File: config.mk
export PLATFORM = sky130hd
export DESIGN_NAME = uart_io_bridge
export DESIGN_NICKNAME = d
export VERILOG_FILES = /design/src/rtl/uart_io_bridge.sv
export SDC_FILE = /design/constraint.sdc
export NUM_CORES = 1
export LEC_CHECK = 0
export CAP_MARGIN = 30
export CORE_ASPECT_RATIO = 1.5
export CORE_UTILIZATION = 59
export DETAILED_ROUTE_END_ITERATION = 8
export GPL_ROUTABILITY_DRIVEN = 0
export GPL_TIMING_DRIVEN = 0
export MAX_ROUTING_LAYER = met4
export PLACE_DENSITY = 0.84
export SKIP_CTS_REPAIR_TIMING = 1
export SLEW_MARGIN = 20
export SYNTH_ARGS = -nofsm -noshare
export SYNTH_HDL_FRONTEND = slang
export SYNTH_SLANG_ARGS = --single-unit
File: constraint.sdc
create_clock -name clk -period 4.3 [get_ports clk]
set_clock_uncertainty 0.15 [all_clocks]
set_input_delay 0.43 -clock clk [delete_from_list [all_inputs] [get_ports clk]]
set_output_delay 0.43 -clock clk [all_outputs]
set_load 0.02 [all_outputs]
File: src/rtl/uart_io_bridge.sv
// Board I/O bridge: registered switch->LED path plus a FIFO-buffered, baud-timed UART transmitter.
// Define UART_IO_PARITY_EN to append an even-parity bit between the data bits and the stop bit.
module uart_io_bridge #(
   parameter int CLKS_PER_BIT = 16,
   parameter int DATA_BITS    = 8,
   parameter int FIFO_DEPTH   = 4,
   parameter int IO_WIDTH     = 8
) (
   input  logic                          clk,
   input  logic                          rst_n,
   input  logic [IO_WIDTH-1:0]           switches,
   output logic [IO_WIDTH-1:0]           leds,
   input  logic                          tx_valid,
   input  logic [DATA_BITS-1:0]          tx_data,
   output logic                          tx_ready,
   output logic                          uart_tx,
   output logic                          uart_busy,
   output logic [$clog2(FIFO_DEPTH):0]   fifo_level
);

   localparam int PTR_W  = $clog2(FIFO_DEPTH);
   localparam int LVL_W  = PTR_W + 1;
   localparam int BAUD_W = $clog2(CLKS_PER_BIT);
   localparam int BIT_W  = $clog2(DATA_BITS);

   localparam logic [BAUD_W-1:0] BAUD_LAST = BAUD_W'(CLKS_PER_BIT - 1);
   localparam logic [BIT_W-1:0]  BIT_LAST  = BIT_W'(DATA_BITS - 1);
   localparam logic [LVL_W-1:0]  LVL_FULL  = LVL_W'(FIFO_DEPTH);

`ifdef UART_IO_PARITY_EN
   typedef enum logic [2:0] {IDLE, START, DATA, PARITY, STOP} state_t;
`else
   typedef enum logic [1:0] {IDLE, START, DATA, STOP} state_t;
`endif

   state_t                state, state_nx;
   logic [BAUD_W-1:0]     baud_cnt, baud_nx;
   logic [BIT_W-1:0]      bit_cnt, bit_nx;
   logic                  tx_nx, busy_nx;
   logic                  pop, push, shift_en, baud_done;
   logic [DATA_BITS-1:0]  shift_q;
   logic [DATA_BITS-1:0]  mem [FIFO_DEPTH];
   logic [DATA_BITS-1:0]  head;
   logic [PTR_W-1:0]      wr_ptr, rd_ptr;
   logic [LVL_W-1:0]      level, level_nx;
`ifdef UART_IO_PARITY_EN
   logic                  parity_q;
`endif

   // tx_ready depends only on the registered level, never on tx_valid
   assign tx_ready   = (level < LVL_FULL);
   assign push       = tx_valid && tx_ready;
   assign head       = mem[rd_ptr];
   assign fifo_level = level;
   assign baud_done  = (baud_cnt == BAUD_LAST);

   always_comb begin
      level_nx = level;
      case ({push, pop})
         2'b10:   level_nx = level + LVL_W'(1);
         2'b01:   level_nx = level - LVL_W'(1);
         default: level_nx = level;
      endcase
   end

   always_ff @(posedge clk or negedge rst_n) begin
      if (!rst_n) begin
         leds <= '0;
      end else begin
         leds <= switches;
      end
   end

   always_ff @(posedge clk) begin
      if (push) begin
         mem[wr_ptr] <= tx_data;
      end
   end

   always_ff @(posedge clk or negedge rst_n) begin
      if (!rst_n) begin
         wr_ptr <= '0;
         rd_ptr <= '0;
         level  <= '0;
      end else begin
         if (push) wr_ptr <= wr_ptr + PTR_W'(1);
         if (pop)  rd_ptr <= rd_ptr + PTR_W'(1);
         level <= level_nx;
      end
   end

   always_comb begin
      state_nx = state;
      baud_nx  = baud_cnt;
      bit_nx   = bit_cnt;
      tx_nx    = uart_tx;
      pop      = 1'b0;
      shift_en = 1'b0;
      case (state)
         IDLE: begin
            tx_nx = 1'b1;
            if (level != '0) begin
               pop      = 1'b1;
               state_nx = START;
               baud_nx  = '0;
               bit_nx   = '0;
               tx_nx    = 1'b0;
            end
         end
         START: begin
            if (baud_done) begin
               state_nx = DATA;
               baud_nx  = '0;
               tx_nx    = shift_q[0];
            end else begin
               baud_nx = baud_cnt + BAUD_W'(1);
            end
         end
         DATA: begin
            if (baud_done) begin
               baud_nx = '0;
               if (bit_cnt == BIT_LAST) begin
`ifdef UART_IO_PARITY_EN
                  state_nx = PARITY;
                  tx_nx    = parity_q;
`else
                  state_nx = STOP;
                  tx_nx    = 1'b1;
`endif
               end else begin
                  bit_nx   = bit_cnt + BIT_W'(1);
                  shift_en = 1'b1;
                  tx_nx    = shift_q[1];
               end
            end else begin
               baud_nx = baud_cnt + BAUD_W'(1);
            end
         end
`ifdef UART_IO_PARITY_EN
         PARITY: begin
            if (baud_done) begin
               state_nx = STOP;
               baud_nx  = '0;
               tx_nx    = 1'b1;
            end else begin
               baud_nx = baud_cnt + BAUD_W'(1);
            end
         end
`endif
         STOP: begin
            if (baud_done) begin
               state_nx = IDLE;
               baud_nx  = '0;
               tx_nx    = 1'b1;
            end else begin
               baud_nx = baud_cnt + BAUD_W'(1);
            end
         end
         default: begin
            state_nx = IDLE;
            tx_nx    = 1'b1;
         end
      endcase
      // busy is registered from next-state values so it never glitches
      busy_nx = (state_nx != IDLE) || (level_nx != '0);
   end

   always_ff @(posedge clk or negedge rst_n) begin
      if (!rst_n) begin
         state     <= IDLE;
         baud_cnt  <= '0;
         bit_cnt   <= '0;
         uart_tx   <= 1'b1;
         uart_busy <= 1'b0;
      end else begin
         state     <= state_nx;
         baud_cnt  <= baud_nx;
         bit_cnt   <= bit_nx;
         uart_tx   <= tx_nx;
         uart_busy <= busy_nx;
      end
   end

   always_ff @(posedge clk) begin
      if (pop) begin
         shift_q <= head;
      end else if (shift_en) begin
         shift_q <= shift_q >> 1;
      end
   end

`ifdef UART_IO_PARITY_EN
   always_ff @(posedge clk) begin
      if (pop) begin
         parity_q <= ^head;
      end
   end
`endif

endmodule
**Word-level counts from Yosys, hierarchy flattened**

Memories as Yosys holds them, arrays and structs flattened.
Cells that the tools add are included.
W data, S select, Z words.

- Add/subtract/negate cells: 6
- $lt $le $gt $ge: 1
- Equal/unequal tests: 12
- Multiplexer cells: 29
- Reduce and logical (&&, ||, !) cells: 11

Operators by type and width:

| operator | count |
|---|---|
| $mux W8 | 2 |
| $mux W1 | 12 |
| $pmux W3 S2 | 2 |
| $mux W2 | 5 |
| $ne A2 B2 Y1 const B | 5 |
| $mux W3 | 3 |
| $mux W4 | 2 |
| $pmux W2 S4 | 1 |
| $pmux W4 S2 | 1 |
| $add A3 B1 Y3 const B | 2 |
| $eq A2 B2 Y1 const B | 3 |
| $reduce_bool A2 Y1 | 3 |
| $reduce_bool A3 Y1 | 2 |
| $add A2 B1 Y2 const B | 2 |
| $add A4 B1 Y4 const B | 1 |
| $eq A2 B1 Y1 const B | 2 |
| $eq A4 B4 Y1 const B | 1 |
| $pmux W1 S4 | 1 |
| $reduce_and A4 Y1 | 1 |
| $eq A3 B3 Y1 const B | 1 |
| $lt A3 B3 Y1 const B | 1 |
| $reduce_and A3 Y1 | 1 |
| $reduce_or A3 Y1 | 1 |
| $sub A3 B1 Y3 const B | 1 |
| other kinds (3) | 3 |

- Flip-flop bits (word level): 34
- RAM bits: 32
- Bits of input ports: 19
- Output and inout port bits: 14
- Logic and storage cells: 70
- Memories: 1

Memories:

| name | depth | bits a word | read ports | clocked after Yosys merged registers in | wr ports | line | source |
|---|---|---|---|---|---|---|---|
| mem | 4 | 8 | 1 | 0 | 1 | 42 | `logic [DATA_BITS-1:0] mem [FIFO_DEPTH];` |

**Logic depth before layout (Yosys ltp)**

Gate-level depths: netlist of the first run.

- Depth in word-level cells: 7
- Gate-level depth with buffers: 9

**Worst setup path after synthesis of the first run**

No wires, ideal clock.

- Path kind: register to register
- Start point: register level[0], in the netlist fifo_level[0]
- End point: register uart_busy
- Setup time: 0.145 ns
- Arrival: 2.126 ns
- Data required time: 4.005 ns
- Path slack: 1.878 ns
- Cell stages (with the launch flop): 7
- Cell sequence: dfrtp_1 -> nor3_2 -> nor2_8 -> ha_1 -> or3b_2 -> a22oi_1 -> o2111ai_1

- Longest elaborated chain between the ends: 7

RTL lines:

| what | line | source |
|---|---|---|
| from (decl) | 45 | `logic [LVL_W-1:0] level, level_nx;` |
| from (signal assigned) | 88 | `level <= level_nx;` |
| $reduce_bool A3 Y1 (*) | 102 | `if (level != '0) begin` |
| $mux W1 (*) | 102 |  |
| $mux W1 (*) | 99 | `case (state)` |
| net pop | 40 | `logic pop, push, shift_en, baud_done;` |
| $eq A2 B1 Y1 or $eq A2 B2 Y1 (tied branches) | 59 | `case ({push, pop})` |
| $pmux W3 S2 (*) | 59 |  |
| $reduce_bool A3 Y1 (*) | 165 | `busy_nx = (state_nx != IDLE) \|\| (level_nx != '0);` |
| $logic_or A1 B1 Y1 (*) | 165 |  |
| net busy_nx | 39 | `logic tx_nx, busy_nx;` |
| to (signal assigned) | 180 | `uart_busy <= busy_nx;` |
| to (decl) | 17 | `output logic uart_busy,` |

Mark *: on every way through the listed nets, which the timed path passes. The rest lies on a longest branch.
A chain may end at the register's enable or synchronous reset.

**Worst setup path in the final report of the first run**

- Start point: register state[0]
- End point: register uart_busy

- Longest elaborated chain between the ends: 6

RTL lines:

| what | line | source |
|---|---|---|
| from (decl) | 36 | `state_t state, state_nx;` |
| from (signal assigned) | 176 | `state <= state_nx;` |
| $logic_not A2 Y1 (*) | 99 |  |
| $mux W1 (*) | 99 |  |
| net pop | 40 |  |
| $eq A2 B1 Y1 or $eq A2 B2 Y1 (tied branches) | 59 |  |
| $pmux W3 S2 (*) | 59 |  |
| $reduce_bool A3 Y1 (*) | 165 |  |
| $logic_or A1 B1 Y1 (*) | 165 |  |
| net busy_nx | 39 |  |

Marks and branches as above.

==> results.md, run 1 <==
- Average size of a mapped cell: 17.1 µm²
- Largest net degree at the start of global routing: 15
- First-pass GRT wire length: 7.94 mm
- Synth area leader: edfxtp_1
- EDFF count, synth: 40
- Synthesis-to-finish area growth: 22.4%
- Core box area: 4320 µm²
- Die height: 85.2 µm
- #FFs+latches synth: 66
- Critical path startpoint category: register
- Initial antenna violation count: 0
- Hold Path Class: input pin to async pin
- Net Count, Synth: 187
- Worst vdd ir: 0.000489 V
- Initial DRC count: 79
- DRT Wirelength: 4.82 mm
- PortBufs: 32
- CTS Buf Count: 9
- # diodes: 0
- Fin cells: 254
- Most numerous cell in the Yosys netlist: edfxtp_1
- Clk slew on worst S/H paths: 0.07 ns
- Routed wire length per instance: 19.0 µm
- RSZ-0062 raised after global routing: no
- Vias in the first global route: 1,593
- Reg-to-Reg End: uart_busy
- Unique masters post-synth: 37
- Rows: 29
- GR Util All Layers: 0.236
- Routed vias: 1,482
- Status: finished with violations
- Final hold violation count: 0
- Clock latency on the worst-skew pair: 0.34 ns
- Root Buffer: clkbuf_8
- Final HPWL DP: 3.27 mm
- Commonest cells in the netlist: edfxtp_1, dfrtp_1, ha_1, inv_1, mux4_2
- H-Tree Depth: 3
- Final period util: 0.606
- Critical Path RT: 4.40 ns
- Achievable Freq: 384 MHz
- Worst r2r src: state[0]
- Die ar.: 4900 µm²
- Reg2Reg Depth: 9
- Worst-path maximum fanout: 10
- Seq/Total Area, Yosys: 0.681
- Inst Count DP: 238
- FFs w/ async S/R, synth: 0.394
- Overflow after GRT: 0
- Nets@finish: 231
- Drt pass-1 iters: 6
- Die width: 57.5 µm
- Layout cells sized above 1: 0.197
- Yosys synthesis warning count: 0
- Final ANT Viol Nets: 0
- Worst Max-Slew Pin Slew: 0.607 ns
- I/O pin cnt: 33
- Vias per Instance: 5.83
- Area contributors post-synth: edfxtp_1, dfrtp_1, mux4_2, mux2_4, ha_1
- Relative slew slack: 0.594
- Failing checks: design-rule violations
- Clock sink count: 66
- Pre-CTS setup slack: 1.46 ns
- Top_reg_cell synth: edfxtp_1
- CP Capture Type: register
- PwrDens: 655 nW/µm²
- Slew Viols, Final: 0
- Max-cap violations: 0
- Setup WS post-layout: 1.69 ns
- Finish-stage setup viols: 0
- Worst-case clock buffer depth: 2
- DR DRC count: 2
- Total negative slack: 0 ns
- R2R setup slack: 1.69 ns
- Area share of the largest cell type after synthesis: 0.441
- Crit Path Category: register to register
- Initial Util: 0.631
- Fin crit period: 2.61 ns
- CTS tree: yes
- Critical Path AT: 2.71 ns
- Leak: 1.29 nW
- Mapped Area: 2720 µm²
- Mapped Cells: 159
==> stage by stage <==
stage / util / power (mW) / hold WS [ns] / cell area [µm²]
floorplan: - / 1.42 / -0.0156 / 2720
finish: 0.772 / 2.18 / 0.323 / 3330
global placement: 0.718 / 1.58 / 0.333 / 3100
global route: 0.772 / 2.29 / 0.367 / 3330
CTS: 0.772 / 2.20 / 0.333 / 3330
detailed placement: 0.722 / 1.63 / 0.349 / 3120
==> worst max-delay path: stages (launching register included) <==
cell and delay (ns):
dfrtp_1 0.46, or2_1 0.26, buf_6 0.14, nor2_8 0.21
ha_1 0.24, inv_1 0.07, fa_1 0.38, xor2_1 0.17
or3_1 0.34, o2111ai_1 0.10
==> layer usage <==
metal,wire length (µm),GRT usage,vias to the layer above
met5,0,-,-
met3,115,0.0412,15
li1,-,-,693
met1,1870,0.267,750
met4,150,0.153,0
met2,2680,0.382,24
==> worst max path at each step <==
stage / startpoint / to / slack [ns]
global placement: tx_valid / uart_busy / 1.53
global route: state[0] / uart_busy / 1.59
CTS: state[0] / uart_busy / 1.69
detailed placement: tx_valid / uart_busy / 1.46
finish: state[0] / uart_busy / 1.69
floorplan: fifo_level[0] / uart_busy / 1.88
==> state kept, by name, summed over array words and instances, names as in the netlist <==
name	count
baud_cnt	4
bit_cnt	3
fifo_level	3
leds	8
mem	32
rd_ptr	2
shift_q	8
state	2
uart_busy	1
uart_tx	1
wr_ptr	2
==> final cells by class <==
cell class | count | area [µm²]
fill | 243 | 986
buffer | 4 | 30.0
tap | 46 | 57.6
timing repair buffer | 33 | 335
clock inverter | 7 | 92.6
clock buffer | 9 | 124
inverter | 8 | 30.0
sequential | 66 | 1850
multi-input combinational | 81 | 810
==> power by group <==
part           switching [mW]  leakage, nW  internal, mW  total [mW]
Clock                   0.238        0.103         0.325       0.563
Combinational           0.333        0.517         0.345       0.678
Sequential              0.105        0.672         0.838       0.943
Total                   0.676         1.29          1.51        2.18
==> cell usage in the layout, fill, tap and decap left out, drive strengths merged <==
master and n:
nand3b 1, o21ai 5, or3 2, a31oi 1, o2111ai 1, bufinv 2
nand3 5, a41oi 2, nand2 6, nor2 3, a211o 1, mux4 8
inv 9, xor2 3, a22o 4, a22oi 2, clkinv 2, xnor2 4
dfrtp 25, dfstp 1, or3b 1, and2 5, mux2i 1, mux2 8
buf 3, clkinvlp 2, and3 3, clkdlybuf4s50 32, nor2b 1, fa 1
nor3 3, clkbuf 11, edfxtp 40, nor3b 1, ha 8, or2 1
==> logic make-up (layout without fill, tap and decap cells) <==
group                    count (synthesis)  after routing  share of synthesized area
XOR/XNOR                                 7              7                     0.0225
adder cells (fa/ha/maj)                  9              9                     0.0441
multiplexers                            17             17                      0.113
AND/OR/NAND/NOR                         32             32                     0.0731
buffers and inverters                   12             61                     0.0221
AO/OA/AOI/OAI                           16             16                     0.0450
flip-flops                              66             66                      0.681
No activity file was read; power rests on OpenSTA's default activity.
==> inputs of run 2 (changes only) <==
Settings changed: CORE_UTILIZATION 59 to 49, PLACE_DENSITY 0.84 to 0.74.
Clock period 4.3 ns to 2.3 ns, I/O delays scaled along.
==> run 2 against run 1 <==
Effect of this change:
- the run ends with negative setup slack left
- clock power grew 87%
- non-clock buffer count grew 10
- sequential share of layout area shrank 2.4 points
- worst setup slack lost 1.7 ns
- worst hold slack lost 0.20 ns
- design area grew 4.7%
- critical path depth is the same
- power grew 95%
==> results.md, run 2 (synthesized netlist as in run 1, its figures left out) <==
- Worst-path maximum fanout: 7
- Hold WS: 0.123 ns
- Final period util: 1.01
- I/O pin cnt: 33
- Synthesis-to-finish area growth: 28.2%
- CTS Buf Count: 9
- Most common cell after layout, fill and taps aside: edfxtp_1
- Rows: 32
- Worst vdd ir: 0.000835 V
- Initial antenna violation count: 0
- Worst-case clock buffer depth: 2
- Layout cells sized above 1: 0.280
- Failing checks: negative setup slack
- Critical Path RT: 2.41 ns
- CTS tree: yes
- Drt pass-1 iters: 4
- Critical Path AT: 2.42 ns
- Root Buffer: clkbuf_8
- Finish-stage setup viols: 1
- Hold Path Class: input pin to async pin
- Most frequent cells in the layout: edfxtp_1, clkdlybuf4s50_1, dfrtp_1, buf_4, clkbuf_8
- Area of placed instances: 3160 µm²
- Vias in the first global route: 1,569
- Final ANT Viol Nets: 0
- Overflow after GRT: 0
- Max reg flops: 32
- Biggest regs: mem x32, leds x8, shift_q x8
- Clk slew on worst S/H paths: 0.07 ns
- GR Util All Layers: 0.189
- Die ar.: 5860 µm²
- Leak: 1.35 nW
- Final hold violation count: 0
- Routed vias: 1,534
- Post-layout power: 4.26 mW
- Largest net degree at the start of global routing: 15
- Relative slew slack: 0.560
- H-Tree Depth: 3
- Post-route cell area: 3490 µm²
- Achievable Freq: 432 MHz
- Final HPWL DP: 3.44 mm
- Vias per Instance: 5.36
- Fin crit period: 2.31 ns
- DRT Wirelength: 4.86 mm
- Nets@finish: 241
- CP Capture Type: register
- Final Core Density: 0.665
- Clock latency on the worst-skew pair: 0.35 ns
- Critical path startpoint category: register
- Most flops, register: mem
- Crit Path Category: register to register
- Routed wire length per instance: 17.0 µm
- Initial DRC count: 37
- PortBufs: 32
- Core box area: 5250 µm²
- Clock sink count: 66
- Initial Util: 0.519
- Status: finished with violations
- # diodes: 0
- Slew Viols, Final: 0
- Die height: 93.3 µm
- Setup WS post-layout: -0.0144 ns
- DR DRC count: 0
- PwrDens: 1220 nW/µm²
- Pre-CTS setup slack: -0.320 ns
- Worst Max-Slew Pin Slew: 0.658 ns
- Max-cap violations: 0
- First-pass GRT wire length: 7.78 mm
- RSZ-0062 raised after global routing: yes
- Die width: 62.9 µm
==> run 2: area by class of cell <==
type | count | area [µm²]
Buffer | 4 | 33.8
Clock buffer | 9 | 124
Clock inverter | 7 | 92.6
Fill cell | 349 | 1760
Inverter | 8 | 30.0
Multi-Input combinational cell | 81 | 857
Sequential cell | 66 | 1860
Tap cell | 68 | 85.1
Timing Repair Buffer | 43 | 410
==> run 2: layer usage <==
layer / wire, µm / track usage / vias to the layer above / part of all wire
li1: - / - / 711 / -
met1: 1830 / 0.204 / 783 / 0.38
met2: 2760 / 0.319 / 26 / 0.57
met3: 150 / 0.0476 / 14 / 0.031
met4: 117 / 0.0988 / 0 / 0.024
met5: 0 / - / - / 0
==> run 2: path summary, 6_finish.rpt <==
kind | startpoint | depth (start not counted) | slack, ns | end
setup / recovery | state[0] | 9 | -0.01 | uart_busy
hold reg to reg | baud_cnt[3] | 1 | 0.35 | baud_cnt[3]
max in group asynchronous | rst_n | 2 | 1.34 | fifo_level[2]
hold / removal | rst_n | 1 | 0.12 | rd_ptr[1]
setup reg to reg | state[0] | 9 | -0.01 | uart_busy
min in group clk | switches[0] | 1 | 0.17 | leds[0]
==> run 2: stage by stage <==
| step | std cells | setup TNS (ns) |
|---|---|---|
| 6_report | 286 | -0.0144 |
| 5_1_grt | 286 | -0.0691 |
| 4_1_cts | 276 | -0.430 |
| 3_5_place_dp | 260 | -0.489 |
| 3_3_place_gp | 259 | -0.318 |
| 2_1_floorplan | 159 | -0.0452 |
==> run 2: power breakdown <==
group | internal [mW] | switching (mW) | leakage, nW
sequential | 1.57 | 0.189 | 0.669
combinational | 0.770 | 0.679 | 0.573
clock | 0.608 | 0.445 | 0.105
==> run 2: worst max-delay path, cell delays in order (launching register included) <==
cell and delay [ns]:
dfrtp_2 0.45, or2_1 0.23, buf_6 0.14, nor2_8 0.09
ha_4 0.13, inv_1 0.04, fa_2 0.35, xor2_2 0.16
or3_4 0.39, o2111ai_2 0.10
